File: src/rtl/pipe_pkg.sv
// rtl/pipe_pkg.sv - shared pipeline stage types and helpers
package pipe_pkg;

   // Stage register occupancy states
   typedef enum logic [1:0] {
      PS_EMPTY,
      PS_FULL,
      PS_SKID
   } pipe_state_t;

   // Fetch/decode boundary payload
   typedef struct packed {
      logic [31:0] instr;
      logic [31:0] npc;
   } if_id_t;

   localparam int IF_ID_W = $bits(if_id_t);

   // Number of payload entries held in a given state
   function automatic logic [1:0] state_occ(input pipe_state_t s);
      case (s)
         PS_FULL: state_occ = 2'd1;
         PS_SKID: state_occ = 2'd2;
         default: state_occ = 2'd0;
      endcase
   endfunction

endpackage

File: src/rtl/pipe_skid_reg_if.sv
// rtl/pipe_skid_reg_if.sv - valid/ready/data handshake bundle
interface pipe_skid_reg_if
   import pipe_pkg::*;
#(
   parameter int DATA_W = IF_ID_W
);
   logic              valid;
   logic              ready;
   logic [DATA_W-1:0] data;

   // Producer side drives valid/data and observes ready
   modport master (output valid, output data, input ready);
   // Consumer side observes valid/data and drives ready
   modport slave  (input valid, input data, output ready);
endinterface

File: src/rtl/pipe_sat_counter.sv
// rtl/pipe_sat_counter.sv - saturating event counter with synchronous clear
module pipe_sat_counter #(
   parameter int CNT_W = 16
) (
   input  logic             CLK,
   input  logic             nRST,
   input  logic             clr,
   input  logic             inc,
   output logic [CNT_W-1:0] count
);

   // Clear wins over increment; the count sticks at all-ones instead of wrapping
   always_ff @(posedge CLK) begin
      if (!nRST) begin
         count <= '0;
      end else if (clr) begin
         count <= '0;
      end else if (inc && (count != {CNT_W{1'b1}})) begin
         count <= count + CNT_W'(1);
      end
   end

endmodule

File: src/rtl/pipe_skid_reg.sv
// rtl/pipe_skid_reg.sv - pipeline stage register with optional skid entry, flush and stall counter
module pipe_skid_reg
   import pipe_pkg::*;
#(
   parameter int                DATA_W    = IF_ID_W,
   parameter logic [DATA_W-1:0] RESET_VAL = '0,
   parameter bit                SKID      = 1'b1,
   parameter int                CNT_W     = 16
) (
   input  logic             CLK,
   input  logic             nRST,
   input  logic             flush,
   pipe_skid_reg_if.slave   in_if,
   pipe_skid_reg_if.master  out_if,
   output logic [1:0]       occupancy,
   input  logic             clr_stats,
   output logic [CNT_W-1:0] stall_cnt
);

   pipe_state_t       state_q, state_d;
   logic [DATA_W-1:0] main_q, main_d;
   logic [DATA_W-1:0] skid_q, skid_d;
   logic              in_fire, out_fire;

   // With the skid entry, ready depends only on state flops; otherwise it looks through to out_ready
   assign in_if.ready  = SKID ? (state_q != PS_SKID)
                              : ((state_q == PS_EMPTY) || out_if.ready);
   assign out_if.valid = (state_q != PS_EMPTY);
   // main is forced to RESET_VAL whenever the stage empties, so it doubles as the idle output
   assign out_if.data  = main_q;
   assign occupancy    = state_occ(state_q);

   assign in_fire  = in_if.valid && in_if.ready;
   assign out_fire = out_if.valid && out_if.ready;

   // Next state and payload; in_data is only ever sampled on an accepted transfer
   always_comb begin
      state_d = state_q;
      main_d  = main_q;
      skid_d  = skid_q;
      if (flush) begin
         state_d = PS_EMPTY;
         main_d  = RESET_VAL;
         skid_d  = RESET_VAL;
      end else begin
         case (state_q)
            PS_EMPTY: begin
               if (in_fire) begin
                  state_d = PS_FULL;
                  main_d  = in_if.data;
               end
            end
            PS_FULL: begin
               if (in_fire && out_fire) begin
                  main_d = in_if.data;
               end else if (out_fire) begin
                  state_d = PS_EMPTY;
                  main_d  = RESET_VAL;
               end else if (in_fire && SKID) begin
                  state_d = PS_SKID;
                  skid_d  = in_if.data;
               end
            end
            PS_SKID: begin
               if (out_fire) begin
                  state_d = PS_FULL;
                  main_d  = skid_q;
                  skid_d  = RESET_VAL;
               end
            end
            default: begin
               state_d = PS_EMPTY;
               main_d  = RESET_VAL;
               skid_d  = RESET_VAL;
            end
         endcase
      end
   end

   // State and payload registers
   always_ff @(posedge CLK) begin
      if (!nRST) begin
         state_q <= PS_EMPTY;
         main_q  <= RESET_VAL;
         skid_q  <= RESET_VAL;
      end else begin
         state_q <= state_d;
         main_q  <= main_d;
         skid_q  <= skid_d;
      end
   end

   pipe_sat_counter #(
      .CNT_W (CNT_W)
   ) u_stall_cnt (
      .CLK   (CLK),
      .nRST  (nRST),
      .clr   (clr_stats),
      .inc   (out_if.valid && !out_if.ready),
      .count (stall_cnt)
   );

endmodule

File: src/flat_wrapper.sv
// flat-port wrapper written by rule: the top's interface ports become plain ports
module pipe_skid_reg_flat import pipe_pkg::*;
#(
   parameter int                DATA_W    = IF_ID_W,
   parameter logic [DATA_W-1:0] RESET_VAL = '0,
   parameter bit                SKID      = 1'b1,
   parameter int                CNT_W     = 16
)
  (CLK, nRST, flush, occupancy, clr_stats, stall_cnt, in_if_valid, in_if_data, in_if_ready, out_if_valid, out_if_data, out_if_ready);
  pipe_skid_reg_if #(.DATA_W(DATA_W)) in_if_i ();
  pipe_skid_reg_if #(.DATA_W(DATA_W)) out_if_i ();
  input  logic CLK;
  input  logic nRST;
  input  logic flush;
  output logic [1:0] occupancy;
  input  logic clr_stats;
  output logic [CNT_W-1:0] stall_cnt;
  input wire logic [$bits(in_if_i.valid)-1:0] in_if_valid;
  input wire logic [$bits(in_if_i.data)-1:0] in_if_data;
  output wire logic [$bits(in_if_i.ready)-1:0] in_if_ready;
  output wire logic [$bits(out_if_i.valid)-1:0] out_if_valid;
  output wire logic [$bits(out_if_i.data)-1:0] out_if_data;
  input wire logic [$bits(out_if_i.ready)-1:0] out_if_ready;
  assign in_if_i.valid = in_if_valid;
  assign in_if_i.data = in_if_data;
  assign in_if_ready = in_if_i.ready;
  assign out_if_valid = out_if_i.valid;
  assign out_if_data = out_if_i.data;
  assign out_if_i.ready = out_if_ready;
  pipe_skid_reg #(.DATA_W(DATA_W), .RESET_VAL(RESET_VAL), .SKID(SKID), .CNT_W(CNT_W)) u_core (.CLK(CLK), .nRST(nRST), .flush(flush), .in_if(in_if_i), .out_if(out_if_i), .occupancy(occupancy), .clr_stats(clr_stats), .stall_cnt(stall_cnt));
endmodule
File: config.mk
export PLATFORM = sky130hd
export DESIGN_NAME = pipe_skid_reg_flat
export DESIGN_NICKNAME = d
export VERILOG_FILES = /design/src/rtl/pipe_pkg.sv /design/src/rtl/pipe_skid_reg_if.sv /design/src/rtl/pipe_sat_counter.sv /design/src/rtl/pipe_skid_reg.sv /design/src/flat_wrapper.sv
export SDC_FILE = /design/constraint.sdc
export NUM_CORES = 1
export LEC_CHECK = 0
export CAP_MARGIN = 20
export CORE_ASPECT_RATIO = 0.5
export CORE_MARGIN = 3
export CORE_UTILIZATION = 50
export CTS_CLUSTER_DIAMETER = 120
export CTS_CLUSTER_SIZE = 30
export DETAILED_ROUTE_END_ITERATION = 16
export PLACE_DENSITY_LB_ADDON = 0.05
export SLEW_MARGIN = 20
export SYNTH_ARGS = -nofsm -noshare
export SYNTH_HDL_FRONTEND = slang
export SYNTH_SLANG_ARGS = --single-unit
File: constraint.sdc
create_clock -name CLK -period 1.9 [get_ports CLK]
set_input_delay 0.19 -clock CLK [delete_from_list [all_inputs] [get_ports CLK]]
set_output_delay 0.19 -clock CLK [all_outputs]
set_load 0.01 [all_outputs]
-- Word-level counts from Yosys, hierarchy flattened
Index checks and enable logic that the tools add are counted.
- $add $sub $neg: 1
- eq/ne operators: 11
- muxes and demuxes: 15
- bitwise operators: 2
- reduce and logical (&&, ||, !) cells: 13
- operator list (operator ; number):
    64-bit 2-to-1 mux ; 6
    64-bit one-hot mux with 3 select lines ; 2
    16-bit by 1-bit adder with 16-bit output, second input constant ; 1
    16-bit != test, second input constant ; 1
    2-bit 2-to-1 mux ; 5
    2-bit by 1-bit != test with 1-bit output, second input constant ; 3
    2-bit != test, second input constant ; 3
    3-bit by 1-bit != test with 1-bit output, second input constant ; 2
    2-bit one-hot mux with 3 select lines ; 1
    1-bit logical AND ; 5
    5-bit AND reduction ; 1
    2-bit one-hot mux with 2 select lines ; 1
    4-bit AND reduction ; 1
    2-bit OR reduction ; 2
    3-bit AND reduction ; 1
    2-bit by 1-bit == test with 1-bit output, second input constant ; 1
    2-bit == test, second input constant ; 1
    2-bit logical NOT ; 1
    1-bit NOT ; 2
    2-bit nonzero test ; 1
    1-bit logical NOT ; 1
- flip-flop bits (word level): 146
- input port bits: 70
- output and inout port bits: 84
- word-level logic and storage cells: 46

-- Depth between registers and ports, before layout
Gate-level depths: netlist (run 1).
- word-level depth: 6
- depth in mapped cells: 8
- depth with buffers taken out: 5

-- Cells and area by module
Synthesis (run 1) repeated with hierarchy kept, for this count alone.
- cells, all modules: 762
- area total of the unflattened synthesis: 6540.0 µm²
- modules (own cells, without submodules) (module ; times used ; cells an instance ; area an instance (µm²) ; seq. area each (µm²)):
    pipe_skid_reg ; 1 ; 671 ; 5675.4 ; 2602.5
    pipe_sat_counter ; 1 ; 91 ; 864.6 ; 320.3

-- Worst setup path before layout (run 1)
Ideal clock, no wire load.
- path type: register to register
- start point: register u_core.u_stall_cnt.count[0]
- end point: register u_core.u_stall_cnt.count[12]
- library setup time: 0.071 ns
- data arrival time: 1.774 ns
- data required time: 1.829 ns
- path slack: 0.055 ns
- cell stages (with the launch flop): 6
- path buffers: 0
- clock period less this slack: 1.845 ns
- cells stage by stage: dfxtp_1 > ha_1 > nand3_1 > a211o_1 > or4_2 > a21oi_1
- word-level cells in the longest chain between the ends: 2
- elaborated cells on any way between the ends: 3
- those cells by class: add/sub: 1; eq/ne: 1; reduce/logical: 1
- RTL lines (what ; RTL line ; source):
    start: declaration ; pipe_sat_counter.sv:9 ; output logic [CNT_W-1:0] count
    start signal: assignment ; pipe_sat_counter.sv:19 ; count <= count + CNT_W'(1);
    branches (longest 2 deep; another with 16-bit by 1-bit adder with 16-bit output) ; - ;
Several ways; the timed one is not identified.
A chain may end at the register's enable or synchronous reset.

-- Final worst setup path (run 1)
- start point: register u_core.u_stall_cnt.count[8]
- end point: register u_core.u_stall_cnt.count[11]
Same word-level chain as after synthesis.

==> impl_metrics.xml, run 1 <==
<?xml version="1.0" encoding="UTF-8"?>
<metrics>
  <group name="route">
    <metric name="drt_pre_antenna_iters" unit="">5</metric>
    <metric name="drtAntennaViolNets" unit="">0</metric>
    <metric name="drcViolationCount" unit="">0</metric>
    <metric name="via_per_inst" unit="">5.87</metric>
    <metric name="wl" unit="um">18400</metric>
    <metric name="total_number_of_vias" unit="">6094</metric>
    <metric name="avgRoutedWirePerCell" unit="um">17.7</metric>
    <metric name="drt_iter0_drc" unit="">523</metric>
  </group>
  <group name="timing">
    <metric name="final_hold_viol_count" unit="">0</metric>
    <metric name="timing_max_transition_violations_final" unit="">0</metric>
    <metric name="slew-limit-headroom" unit="">0.721</metric>
    <metric name="period_utilisation_layout" unit="">0.959</metric>
    <metric name="finalSetupTns" unit="ns">0</metric>
    <metric name="setup_viol" unit="">0</metric>
    <metric name="max_freq" unit="GHz">0.549</metric>
    <metric name="worst-slew-pin-transition" unit="ns">0.419</metric>
    <metric name="fin_ws" unit="ns">0.0775</metric>
    <metric name="final.setup_skew" unit="ns">0.0134</metric>
    <metric name="post-route-min-period" unit="ns">1.82</metric>
  </group>
  <group name="synth">
    <metric name="synthDominantCellAreaShare" unit="">0.451</metric>
    <metric name="number_of_synthesized_flops_with_an_enable_pin" unit="">0</metric>
    <metric name="synth_common_cells" unit="">146 x dfxtp_1, 136 x nor2_1, 67 x mux2i_1</metric>
    <metric name="synthesis.area" unit="sq um">6490</metric>
    <metric name="seq_total_area_yosys" unit="">0.451</metric>
    <metric name="synth_top_area_cell" unit="">dfxtp_1</metric>
    <metric name="postSynth.asyncResetShare" unit="">0</metric>
    <metric name="synthMostInstantiatedCell" unit="">dfxtp_1</metric>
    <metric name="syn_avg_cell_area" unit="sq um">9.28</metric>
    <metric name="yosys_warnings" unit="">0</metric>
    <metric name="netlist_top_cells_area" unit="">dfxtp_1 45%, mux2i_1 10%, a32o_1 9.9%</metric>
    <metric name="synth_fp_nets" unit="">770</metric>
    <metric name="dominantRegCellSynth" unit="">dfxtp_1</metric>
    <metric name="netlist_instances" unit="">699</metric>
    <metric name="synth.distinct_cells" unit="">46</metric>
    <metric name="synth.ff_latch_count" unit="">146</metric>
  </group>
  <group name="setup_path">
    <metric name="endpoint_kind" unit="">flip-flop</metric>
    <metric name="setup.worst_path.start" unit="">u_core.u_stall_cnt.count[8]</metric>
    <metric name="critPathLaunchType" unit="">flip-flop</metric>
    <metric name="critical-path-slowest-cell" unit="">or4_4</metric>
    <metric name="critical_path.cell_chain" unit="">nand3_1, or4_4, or3_1, a21oi_1</metric>
    <metric name="critPathBufInv" unit="">0</metric>
    <metric name="r2r_start" unit="">u_core.u_stall_cnt.count[8]</metric>
    <metric name="critPathArrivalTime" unit="ns">2.17</metric>
    <metric name="crit_family" unit="">simple AND/OR/NAND/NOR gates</metric>
    <metric name="number_of_stages_on_the_worst_setup_path" unit="">4</metric>
    <metric name="ff2ff_path_depth" unit="">4</metric>
    <metric name="worstSetupPathType" unit="">flip-flop to flip-flop</metric>
    <metric name="crit_path_max_fanout" unit="">7</metric>
    <metric name="critical-path-max-stage-delay" unit="ns">0.55</metric>
    <metric name="timing.critical_path.required" unit="ns">2.25</metric>
  </group>
  <group name="pwr">
    <metric name="cellLeakagePower" unit="nW">3.32</metric>
    <metric name="cellPowerDensity" unit="nW/um^2">824</metric>
    <metric name="internal-power" unit="W">0.00583</metric>
    <metric name="switch_share" unit="">0.235</metric>
    <metric name="power_frac_comb" unit="">0.123</metric>
    <metric name="power.share.sequential" unit="">0.413</metric>
    <metric name="power.switching" unit="W">0.00179</metric>
    <metric name="clkPwrFrac" unit="">0.464</metric>
    <metric name="peakVddDrop" unit="uV">652</metric>
  </group>
  <group name="clocking">
    <metric name="tritoncts" unit="">yes</metric>
    <metric name="clock_tree.htree_level_count" unit="">4</metric>
    <metric name="clock_sink_count" unit="">146</metric>
    <metric name="clk_latency" unit="ns">0.42</metric>
    <metric name="cts.clk_slew.worst_paths" unit="ns">0.07</metric>
    <metric name="cts_inserted_buffers" unit="">17</metric>
    <metric name="clock_root_buffer" unit="">clkbuf_16</metric>
    <metric name="number_of_buffers_on_the_longest_clock_path" unit="">2</metric>
  </group>
  <group name="floorplanning">
    <metric name="fp.dieArea" unit="sq um">14500</metric>
    <metric name="floorplan.initialDensity" unit="">0.531</metric>
    <metric name="core-area" unit="sq um">12200</metric>
    <metric name="floorplan.die.width" unit="um">167</metric>
    <metric name="die_height" unit="um">86.5</metric>
    <metric name="design.portCount" unit="">154</metric>
    <metric name="fp_rows" unit="">28</metric>
  </group>
  <group name="job">
    <metric name="cap_violations" unit="">0</metric>
  </group>
  <group name="placed_design">
    <metric name="pre_cts_slack" unit="ns">-0.0939</metric>
    <metric name="detailedPlacementHpwl" unit="um">12000</metric>
    <metric name="numPortBuffers" unit="">153</metric>
    <metric name="gp_congestion" unit="">0.851</metric>
  </group>
  <group name="global_routing">
    <metric name="grt_pass1_vias" unit="">5764</metric>
    <metric name="grt_first_pass_wirelength" unit="um">29600</metric>
    <metric name="grt_max_degree" unit="">66</metric>
    <metric name="antenna_violations_before_repair" unit="">1</metric>
    <metric name="globalRouteTotalUtil" unit="">0.250</metric>
    <metric name="overflow" unit="">0</metric>
  </group>
  <group name="hold_path">
    <metric name="hp-start" unit="">u_core.skid_q[1]</metric>
    <metric name="hold_depth" unit="">2</metric>
    <metric name="hp-class" unit="">flip-flop to flip-flop</metric>
  </group>
  <group name="layout">
    <metric name="syn_to_final_growth" unit="%">42.7</metric>
    <metric name="drive_above_1_share" unit="">0.124</metric>
    <metric name="layout.filler_cells" unit="">860</metric>
    <metric name="nNetsFinal" unit="">933</metric>
    <metric name="number_of_antenna_cells_inserted" unit="">0</metric>
  </group>
  <group name="run_status">
    <metric name="run_status" unit="">finished, final reports clean</metric>
  </group>
</metrics>
[through the flow]
step | power (W) | cell area [sq um] | hold WS (ns) | util | cells
global route | 0.00787 | 9260 | 0.517 | 0.757 | 1039
global placement | 0.00414 | 8590 | 0.473 | 0.702 | 1005
CTS | 0.00767 | 9240 | 0.500 | 0.756 | 1039
finish | 0.00763 | 9260 | 0.494 | 0.757 | 1039
floorplan | 0.00368 | 6490 | 0.379 | - | 699
detailed placement | 0.00415 | 8590 | 0.485 | 0.702 | 1005
[cells in the final DEF, fill, tap and decap left out, types with 4 or more instances in the layout]
cell type and n:
and2_1 64, buf_12 14, a21oi_1 11, nor2_1 136, mux2i_1 67, clkbuf_16 17
buf_4 43, clkinv_4 4, nor3_1 6, clkdlybuf4s50_1 149, nand2_1 7, a32o_1 64
o21ai_0 5, bufinv_16 4, nand4_1 4, nand3_1 8, dfxtp_1 145, a22oi_1 64
[power by group through the flow]
stage	Combinational, W	Sequential [W]	Clock (W)
finish	0.000940	0.00315	0.00354
global route	0.00101	0.00315	0.00370
CTS	0.000944	0.00315	0.00358
detailed placement	0.000933	0.00322	0
global placement	0.000926	0.00321	0
floorplan	0.000447	0.00323	0
[worst paths after layout]
path                                                     end  slack [ns]
worst min register to register              u_core.skid_q[1]        0.49
worst max register to register  u_core.u_stall_cnt.count[11]        0.08
worst max-delay path            u_core.u_stall_cnt.count[11]        0.08
worst min-delay path                        u_core.skid_q[1]        0.49
[routing by layer]
layer | part of all wire | vias to the layer above | track usage
met3 | 0.061 | 16 | 0.0524
met2 | 0.48 | 217 | 0.421
li1 | - | 2885 | -
met1 | 0.45 | 2974 | 0.334
met4 | 0.0082 | 2 | 0.0651
met5 | 0.0011 | - | 0
[registers in the layout, indices dropped and copies added, names as in the netlist]
register	count
u_core.skid_q	64
u_core.out_if.data	64
u_core.state_q	2
u_core.u_stall_cnt.count	16
[layout make-up]
class	instances	area (sq um)	area share
clock inverter	12	184	0.0199
timing repair buffer	211	2150	0.232
inverter	3	11.3	0.00122
multi-input combinational	483	3350	0.362
sequential	146	2920	0.316
clock buffer	19	433	0.0468
tap	165	206	0.0223
[timing repair]
| item | 4_1_cts | 5_1_grt |
|---|---|---|
| cloned | 0 | 0 |
| setup endpoints to repair | 3 | 4 |
| buffers inserted | 3 | 0 |
| hold buffers | 0 | 0 |
| gates resized for setup | 3 | 5 |
| hold endpoints to repair | 0 | 0 |
[worst min-delay path: stages, from the launching register on]
cell and delay, ns:
dfxtp_1 0.32, mux2i_1 0.06, nor2_1 0.07
[cells by family (layout without fill, tap and decap cells)]
kind of cell	after synthesis	after routing	synth area share
buffers and inverters	70	245	0.0426
AOI/OAI and AO/OA	165	165	0.212
DFF	146	146	0.451
xor gates and xnor gates	1	1	0.00135
and+or+nand+nor	248	248	0.186
adders and majority gates	1	1	0.00193
muxes	68	68	0.105
(Power assumes the default switching activity.)
==> run 2: changes to the inputs <==
--- a/config.mk
+++ b/config.mk
@@ -9,10 +9,12 @@
 export CORE_ASPECT_RATIO = 0.5
 export CORE_MARGIN = 3
 export CORE_UTILIZATION = 50
+export CTS_BUF_LIST = sky130_fd_sc_hd__clkbuf_16
 export CTS_CLUSTER_DIAMETER = 120
 export CTS_CLUSTER_SIZE = 30
 export DETAILED_ROUTE_END_ITERATION = 16
 export PLACE_DENSITY_LB_ADDON = 0.05
+export RECOVER_POWER = 25
 export SLEW_MARGIN = 20
 export SYNTH_ARGS = -nofsm -noshare
 export SYNTH_HDL_FRONTEND = slang
==> impl_metrics.xml, run 2 (synthesized netlist as in run 1, its figures left out) <==
<?xml version="1.0" encoding="UTF-8"?>
<metrics>
  <group name="clocking">
    <metric name="cts_inserted_buffers" unit="">17</metric>
    <metric name="clock_root_buffer" unit="">clkbuf_16</metric>
    <metric name="cts.clk_slew.worst_paths" unit="ns">0.06</metric>
    <metric name="number_of_buffers_on_the_longest_clock_path" unit="">2</metric>
    <metric name="tritoncts" unit="">yes</metric>
    <metric name="clock_sink_count" unit="">146</metric>
    <metric name="clk_latency" unit="ns">0.42</metric>
    <metric name="clock_tree.htree_level_count" unit="">4</metric>
  </group>
  <group name="setup_path">
    <metric name="crit_path_max_fanout" unit="">7</metric>
    <metric name="timing.critical_path.required" unit="ns">2.24</metric>
    <metric name="critPathLaunchType" unit="">flip-flop</metric>
    <metric name="worstSetupPathType" unit="">flip-flop to flip-flop</metric>
    <metric name="r2r_slack" unit="ns">0.08</metric>
    <metric name="endpoint_kind" unit="">flip-flop</metric>
    <metric name="critPathArrivalTime" unit="ns">2.16</metric>
  </group>
  <group name="layout">
    <metric name="syn_to_final_growth" unit="%">42.5</metric>
    <metric name="highest_count_cells_in_the_layout_ignoring_fill_and_taps" unit="">145 x dfxtp_1, 136 x nor2_1, 124 x clkdlybuf4s50_1, 67 x mux2i_1</metric>
    <metric name="most_common_cell_after_layout_fill_and_taps_aside" unit="">dfxtp_1</metric>
    <metric name="nNetsFinal" unit="">933</metric>
    <metric name="finish.instance_area" unit="sq um">9250</metric>
    <metric name="number_of_antenna_cells_inserted" unit="">0</metric>
    <metric name="drive_above_1_share" unit="">0.118</metric>
  </group>
  <group name="floorplanning">
    <metric name="floorplan.die.width" unit="um">167</metric>
    <metric name="fp.dieArea" unit="sq um">14500</metric>
    <metric name="floorplan.initialDensity" unit="">0.531</metric>
    <metric name="design.portCount" unit="">154</metric>
    <metric name="die_height" unit="um">86.5</metric>
    <metric name="core-area" unit="sq um">12200</metric>
    <metric name="fp_rows" unit="">28</metric>
  </group>
  <group name="global_routing">
    <metric name="grt_pass1_vias" unit="">5764</metric>
    <metric name="overflow" unit="">0</metric>
    <metric name="grt_first_pass_wirelength" unit="um">29600</metric>
    <metric name="grt_max_degree" unit="">66</metric>
    <metric name="globalRouteTotalUtil" unit="">0.250</metric>
    <metric name="antenna_violations_before_repair" unit="">1</metric>
  </group>
  <group name="timing">
    <metric name="final_hold_viol_count" unit="">0</metric>
    <metric name="holdWs" unit="ns">0.494</metric>
    <metric name="timing_max_transition_violations_final" unit="">0</metric>
    <metric name="worst-slew-pin-transition" unit="ns">0.417</metric>
    <metric name="post-route-min-period" unit="ns">1.82</metric>
    <metric name="slew-limit-headroom" unit="">0.722</metric>
    <metric name="period_utilisation_layout" unit="">0.957</metric>
    <metric name="max_freq" unit="GHz">0.550</metric>
    <metric name="final.setup_skew" unit="ns">0.0128</metric>
    <metric name="setup_viol" unit="">0</metric>
    <metric name="finalSetupTns" unit="ns">0</metric>
  </group>
  <group name="placed_design">
    <metric name="gp_congestion" unit="">0.851</metric>
    <metric name="detailedPlacementHpwl" unit="um">12000</metric>
    <metric name="numPortBuffers" unit="">153</metric>
    <metric name="instance_area_at_placement" unit="sq um">8590</metric>
  </group>
  <group name="run_status">
    <metric name="run_status" unit="">finished, final reports clean</metric>
  </group>
  <group name="route">
    <metric name="avgRoutedWirePerCell" unit="um">17.7</metric>
    <metric name="via_per_inst" unit="">5.85</metric>
    <metric name="drtAntennaViolNets" unit="">0</metric>
    <metric name="wl" unit="um">18400</metric>
    <metric name="drt_iter0_drc" unit="">539</metric>
    <metric name="total_number_of_vias" unit="">6078</metric>
    <metric name="drcViolationCount" unit="">0</metric>
    <metric name="drt_pre_antenna_iters" unit="">5</metric>
  </group>
  <group name="hold_path">
    <metric name="hp-class" unit="">flip-flop to flip-flop</metric>
  </group>
  <group name="pwr">
    <metric name="cellLeakagePower" unit="nW">3.39</metric>
    <metric name="cellPowerDensity" unit="nW/um^2">822</metric>
    <metric name="peakVddDrop" unit="uV">650</metric>
    <metric name="report.power.total" unit="W">0.00760</metric>
  </group>
  <group name="job">
    <metric name="cap_violations" unit="">0</metric>
  </group>
</metrics>
run 2: power breakdown:
group | internal [W] | total, W | switching [W]
Combinational | 0.000505 | 0.000931 | 0.000426
Clock | 0.00219 | 0.00353 | 0.00133
Sequential | 0.00312 | 0.00315 | 0.0000303
run 2: final cells by class:
class,instances,area [sq um]
multi-input cells,483,3350
fillers,867,2980
flip-flops and latches,146,2920
repair buffers,211,2130
clock buffers,17,425
well taps,165,206
clock inverters,14,191
inverters,3,11.3
run 2: path summary, 6_finish.rpt:
kind / cells past startpoint / from / endpoint
max: 4 / u_core.u_stall_cnt.count[8] / u_core.u_stall_cnt.count[11]
min: 2 / u_core.skid_q[1] / u_core.skid_q[1]
max reg2reg: 4 / u_core.u_stall_cnt.count[8] / u_core.u_stall_cnt.count[11]
min reg2reg: 2 / u_core.skid_q[1] / u_core.skid_q[1]
run 2: timing repair:
action / CTS / global route
buffers inserted: 3 / 0
hold buffers: 0 / 0
pin swaps: 0 / 0
gates resized for setup: 3 / 5
gates cloned: 0 / 0
endpoints found under the hold margin: 0 / 0
endpoints found under the setup margin: 3 / 4
run 2: worst max-delay path: stages, from the launching register on:
cell and delay (ns):
dfxtp_1 0.45, nand3_1 0.23, or4_4 0.55, or3_1 0.37, a21oi_1 0.14
run 2: stage by stage:
stage          cells  setup slack (ns)   util
3_5_place_dp    1005           -0.0939  0.702
3_3_place_gp    1005           -0.0477  0.702
2_1_floorplan    699            0.0554      -
4_1_cts         1039           0.00633  0.756
6_report        1039            0.0824  0.756
5_1_grt         1039           -0.0133  0.756
run 2: routing by layer:
layer / vias to the layer above / wire (um) / GRT usage
met5: - / 20 / 0
met4: 2 / 165 / 0.0651
met3: 18 / 1050 / 0.0524
met2: 195 / 8810 / 0.421
met1: 2982 / 8390 / 0.334
li1: 2881 / - / -
==> run 3: changes to the inputs <==
--- a/config.mk
+++ b/config.mk
@@ -18,4 +18,5 @@
 export SLEW_MARGIN = 20
 export SYNTH_ARGS = -nofsm -noshare
 export SYNTH_HDL_FRONTEND = slang
+export SYNTH_HIERARCHICAL = 1
 export SYNTH_SLANG_ARGS = --single-unit
==> impl_metrics.xml, run 3 <==
<?xml version="1.0" encoding="UTF-8"?>
<metrics>
  <group name="run_status">
    <metric name="run_status" unit="">finished, final reports clean</metric>
  </group>
  <group name="timing">
    <metric name="timing_max_transition_violations_final" unit="">0</metric>
    <metric name="period_utilisation_layout" unit="">0.963</metric>
    <metric name="final.setup_skew" unit="ns">0.0114</metric>
    <metric name="worst-slew-pin-transition" unit="ns">0.539</metric>
    <metric name="setup_viol" unit="">0</metric>
    <metric name="post-route-min-period" unit="ns">1.83</metric>
    <metric name="max_freq" unit="GHz">0.547</metric>
    <metric name="finalSetupTns" unit="ns">0</metric>
    <metric name="fin_ws" unit="ns">0.0711</metric>
    <metric name="slew-limit-headroom" unit="">0.635</metric>
    <metric name="grt_setup_unrepaired" unit="">no</metric>
    <metric name="final_hold_viol_count" unit="">0</metric>
  </group>
  <group name="setup_path">
    <metric name="critical-path-slowest-cell" unit="">clkdlybuf4s50_1</metric>
    <metric name="critPathArrivalTime" unit="ns">1.64</metric>
    <metric name="critPathLaunchType" unit="">flip-flop</metric>
    <metric name="endpoint_kind" unit="">primary output</metric>
    <metric name="timing.critical_path.required" unit="ns">1.71</metric>
    <metric name="critPathBufInv" unit="">2</metric>
    <metric name="critical_path.cell_chain" unit="">buf_4, nor2b_1, clkdlybuf4s50_1</metric>
    <metric name="r2r_slack" unit="ns">0.10</metric>
    <metric name="crit_path_max_fanout" unit="">8</metric>
    <metric name="critical-path-max-stage-delay" unit="ns">0.59</metric>
    <metric name="crit_family" unit="">buffers and inverters</metric>
    <metric name="worstSetupPathType" unit="">flip-flop to primary output</metric>
  </group>
  <group name="route">
    <metric name="drt_iter0_drc" unit="">676</metric>
    <metric name="drcViolationCount" unit="">0</metric>
    <metric name="via_per_inst" unit="">6.03</metric>
    <metric name="avgRoutedWirePerCell" unit="um">17.8</metric>
    <metric name="drtAntennaViolNets" unit="">0</metric>
    <metric name="drt_pre_antenna_iters" unit="">6</metric>
    <metric name="wl" unit="um">19100</metric>
    <metric name="total_number_of_vias" unit="">6454</metric>
  </group>
  <group name="placed_design">
    <metric name="pre_cts_slack" unit="ns">0.0133</metric>
    <metric name="numPortBuffers" unit="">153</metric>
    <metric name="detailedPlacementHpwl" unit="um">11800</metric>
    <metric name="gp_congestion" unit="">0.837</metric>
    <metric name="instance_area_at_placement" unit="sq um">8320</metric>
  </group>
  <group name="synth">
    <metric name="synth_fp_nets" unit="">833</metric>
    <metric name="netlist_instances" unit="">762</metric>
    <metric name="synth.distinct_cells" unit="">50</metric>
    <metric name="syn_avg_cell_area" unit="sq um">8.58</metric>
    <metric name="synthMostInstantiatedCell" unit="">nand2_1</metric>
    <metric name="seq_total_area_yosys" unit="">0.447</metric>
    <metric name="postSynth.asyncResetShare" unit="">0</metric>
    <metric name="dominantRegCellSynth" unit="">dfxtp_1</metric>
    <metric name="synth.ff_latch_count" unit="">146</metric>
    <metric name="synthDominantCellAreaShare" unit="">0.447</metric>
    <metric name="netlist_top_cells_area" unit="">dfxtp_1 45%, nand2_1 11%, a221o_1 9.8%</metric>
    <metric name="number_of_synthesized_flops_with_an_enable_pin" unit="">0</metric>
    <metric name="synthesis.area" unit="sq um">6540</metric>
    <metric name="synth_common_cells" unit="">197 x nand2_1, 146 x dfxtp_1, 65 x nor3_1</metric>
    <metric name="synth_top_area_cell" unit="">dfxtp_1</metric>
    <metric name="yosys_warnings" unit="">6</metric>
  </group>
  <group name="layout">
    <metric name="seqCellArea" unit="sq um">2920</metric>
    <metric name="nNetsFinal" unit="">963</metric>
    <metric name="drive_above_1_share" unit="">0.0884</metric>
    <metric name="multiInputGateArea" unit="sq um">3300</metric>
    <metric name="syn_to_final_growth" unit="%">37.1</metric>
    <metric name="utilization" unit="">0.729</metric>
    <metric name="highest_count_cells_in_the_layout_ignoring_fill_and_taps" unit="">197 x nand2_1, 145 x dfxtp_1, 102 x clkdlybuf4s50_1, 65 x nor3_1</metric>
    <metric name="number_of_antenna_cells_inserted" unit="">0</metric>
    <metric name="most_common_cell_after_layout_fill_and_taps_aside" unit="">nand2_1</metric>
    <metric name="finish.instance_area" unit="sq um">8960</metric>
    <metric name="layout.filler_cells" unit="">900</metric>
  </group>
  <group name="hold_path">
    <metric name="hp-class" unit="">primary input to flip-flop</metric>
  </group>
  <group name="floorplanning">
    <metric name="core-area" unit="sq um">12300</metric>
    <metric name="fp_rows" unit="">28</metric>
    <metric name="die_height" unit="um">86.9</metric>
    <metric name="floorplan.die.width" unit="um">168</metric>
    <metric name="design.portCount" unit="">154</metric>
    <metric name="fp.dieArea" unit="sq um">14600</metric>
    <metric name="floorplan.initialDensity" unit="">0.532</metric>
  </group>
  <group name="global_routing">
    <metric name="grt_first_pass_wirelength" unit="um">31200</metric>
    <metric name="globalRouteTotalUtil" unit="">0.261</metric>
    <metric name="overflow" unit="">0</metric>
    <metric name="grt_pass1_vias" unit="">6227</metric>
    <metric name="antenna_violations_before_repair" unit="">0</metric>
    <metric name="grt_max_degree" unit="">65</metric>
  </group>
  <group name="pwr">
    <metric name="cellLeakagePower" unit="nW">3.03</metric>
    <metric name="peakVddDrop" unit="uV">583</metric>
    <metric name="cellPowerDensity" unit="nW/um^2">823</metric>
  </group>
  <group name="clocking">
    <metric name="number_of_buffers_on_the_longest_clock_path" unit="">2</metric>
    <metric name="tritoncts" unit="">yes</metric>
    <metric name="clk_latency" unit="ns">0.42</metric>
    <metric name="cts_inserted_buffers" unit="">17</metric>
    <metric name="clock_tree.htree_level_count" unit="">4</metric>
    <metric name="clock_root_buffer" unit="">clkbuf_16</metric>
    <metric name="cts.clk_slew.worst_paths" unit="ns">0.06</metric>
    <metric name="cts-hold-fix-buffers" unit="">0</metric>
    <metric name="clock_sink_count" unit="">146</metric>
  </group>
  <group name="job">
    <metric name="cap_violations" unit="">0</metric>
  </group>
</metrics>
-- run 3: changes by cell type in the layout (fill, tap and decap cells not counted), moves of 59 or more --
cell / delta
a221o_1: +64
a22oi_1: -64
a31oi_1: +62
a32o_1: -64
and2_1: -61
mux2i_1: -65
nand2_1: +190
nand3b_1: +64
nor2_1: -125
nor3_1: +59
-- run 3: area by class of cell --
type,instances,area share
clock buffers,17,0.0475
clock inverters,15,0.0215
inverters,3,0.00126
multi-input cells,540,0.369
flip-flops and latches,146,0.326
well taps,165,0.0230
repair buffers,184,0.212
-- run 3: report_power, final --
part	internal, W	total, W	leakage, nW	switching [W]
Clock	0.00219	0.00353	0.307	0.00134
Combinational	0.000341	0.000687	1.54	0.000346
Sequential	0.00312	0.00316	1.18	0.0000368
Total	0.00565	0.00738	3.03	0.00173
-- run 3: what timing repair did --
| item | CTS | global route |
|---|---|---|
| buffers inserted | 0 | 3 |
| endpoints found under the setup margin | 3 | 1 |
| gates resized for setup | 5 | 0 |
-- run 3: kinds of logic after synthesis --
family | after synthesis | synth area share
AND/OR/NAND/NOR | 378 | 0.291
AO/OA/AOI/OAI | 154 | 0.195
flip-flops | 146 | 0.447
buffers and inverters | 76 | 0.0551
XOR/XNOR | 4 | 0.00536
multiplexers | 3 | 0.00536
adder cells (fa/ha/maj) | 1 | 0.00191
-- run 3: worst register-to-register path, cell delays in order, from the launching register on --
cell,delay [ns]
dfxtp_2,0.36
or2_2,0.14
nor2b_4,0.22
and4_4,0.29
o311ai_1,0.19
o31a_1,0.32
o21a_1,0.18
-- run 3: worst paths after layout --
check                                            start                      endpoint  depth (start not counted)
worst max-delay path                 u_core/state_q[0]                  occupancy[0]                          3
worst min-delay path                      out_if_ready             u_core/state_q[1]                          3
worst max register to register       u_core/state_q[1]  u_core/u_stall_cnt/count[14]                          6
worst min register to register  u_core/out_if.data[48]        u_core/out_if.data[48]                          1
-- run 3: stage by stage --
step | hold slack (ns) | total power (W) | std cells
2_1_floorplan | 0.329 | 0.00352 | 762
3_3_place_gp | 0.471 | 0.00391 | 1035
3_5_place_dp | 0.470 | 0.00392 | 1035
4_1_cts | 0.254 | 0.00743 | 1067
5_1_grt | 0.256 | 0.00761 | 1070
6_report | 0.261 | 0.00738 | 1070
-- run 3: layer usage --
layer  up-vias  GRT usage  share of wire
met5         -          0              0
met4         0     0.0928          0.016
met3        28     0.0603          0.076
met2       284      0.404           0.45
met1      3082      0.362           0.46
li1       3060          -              -
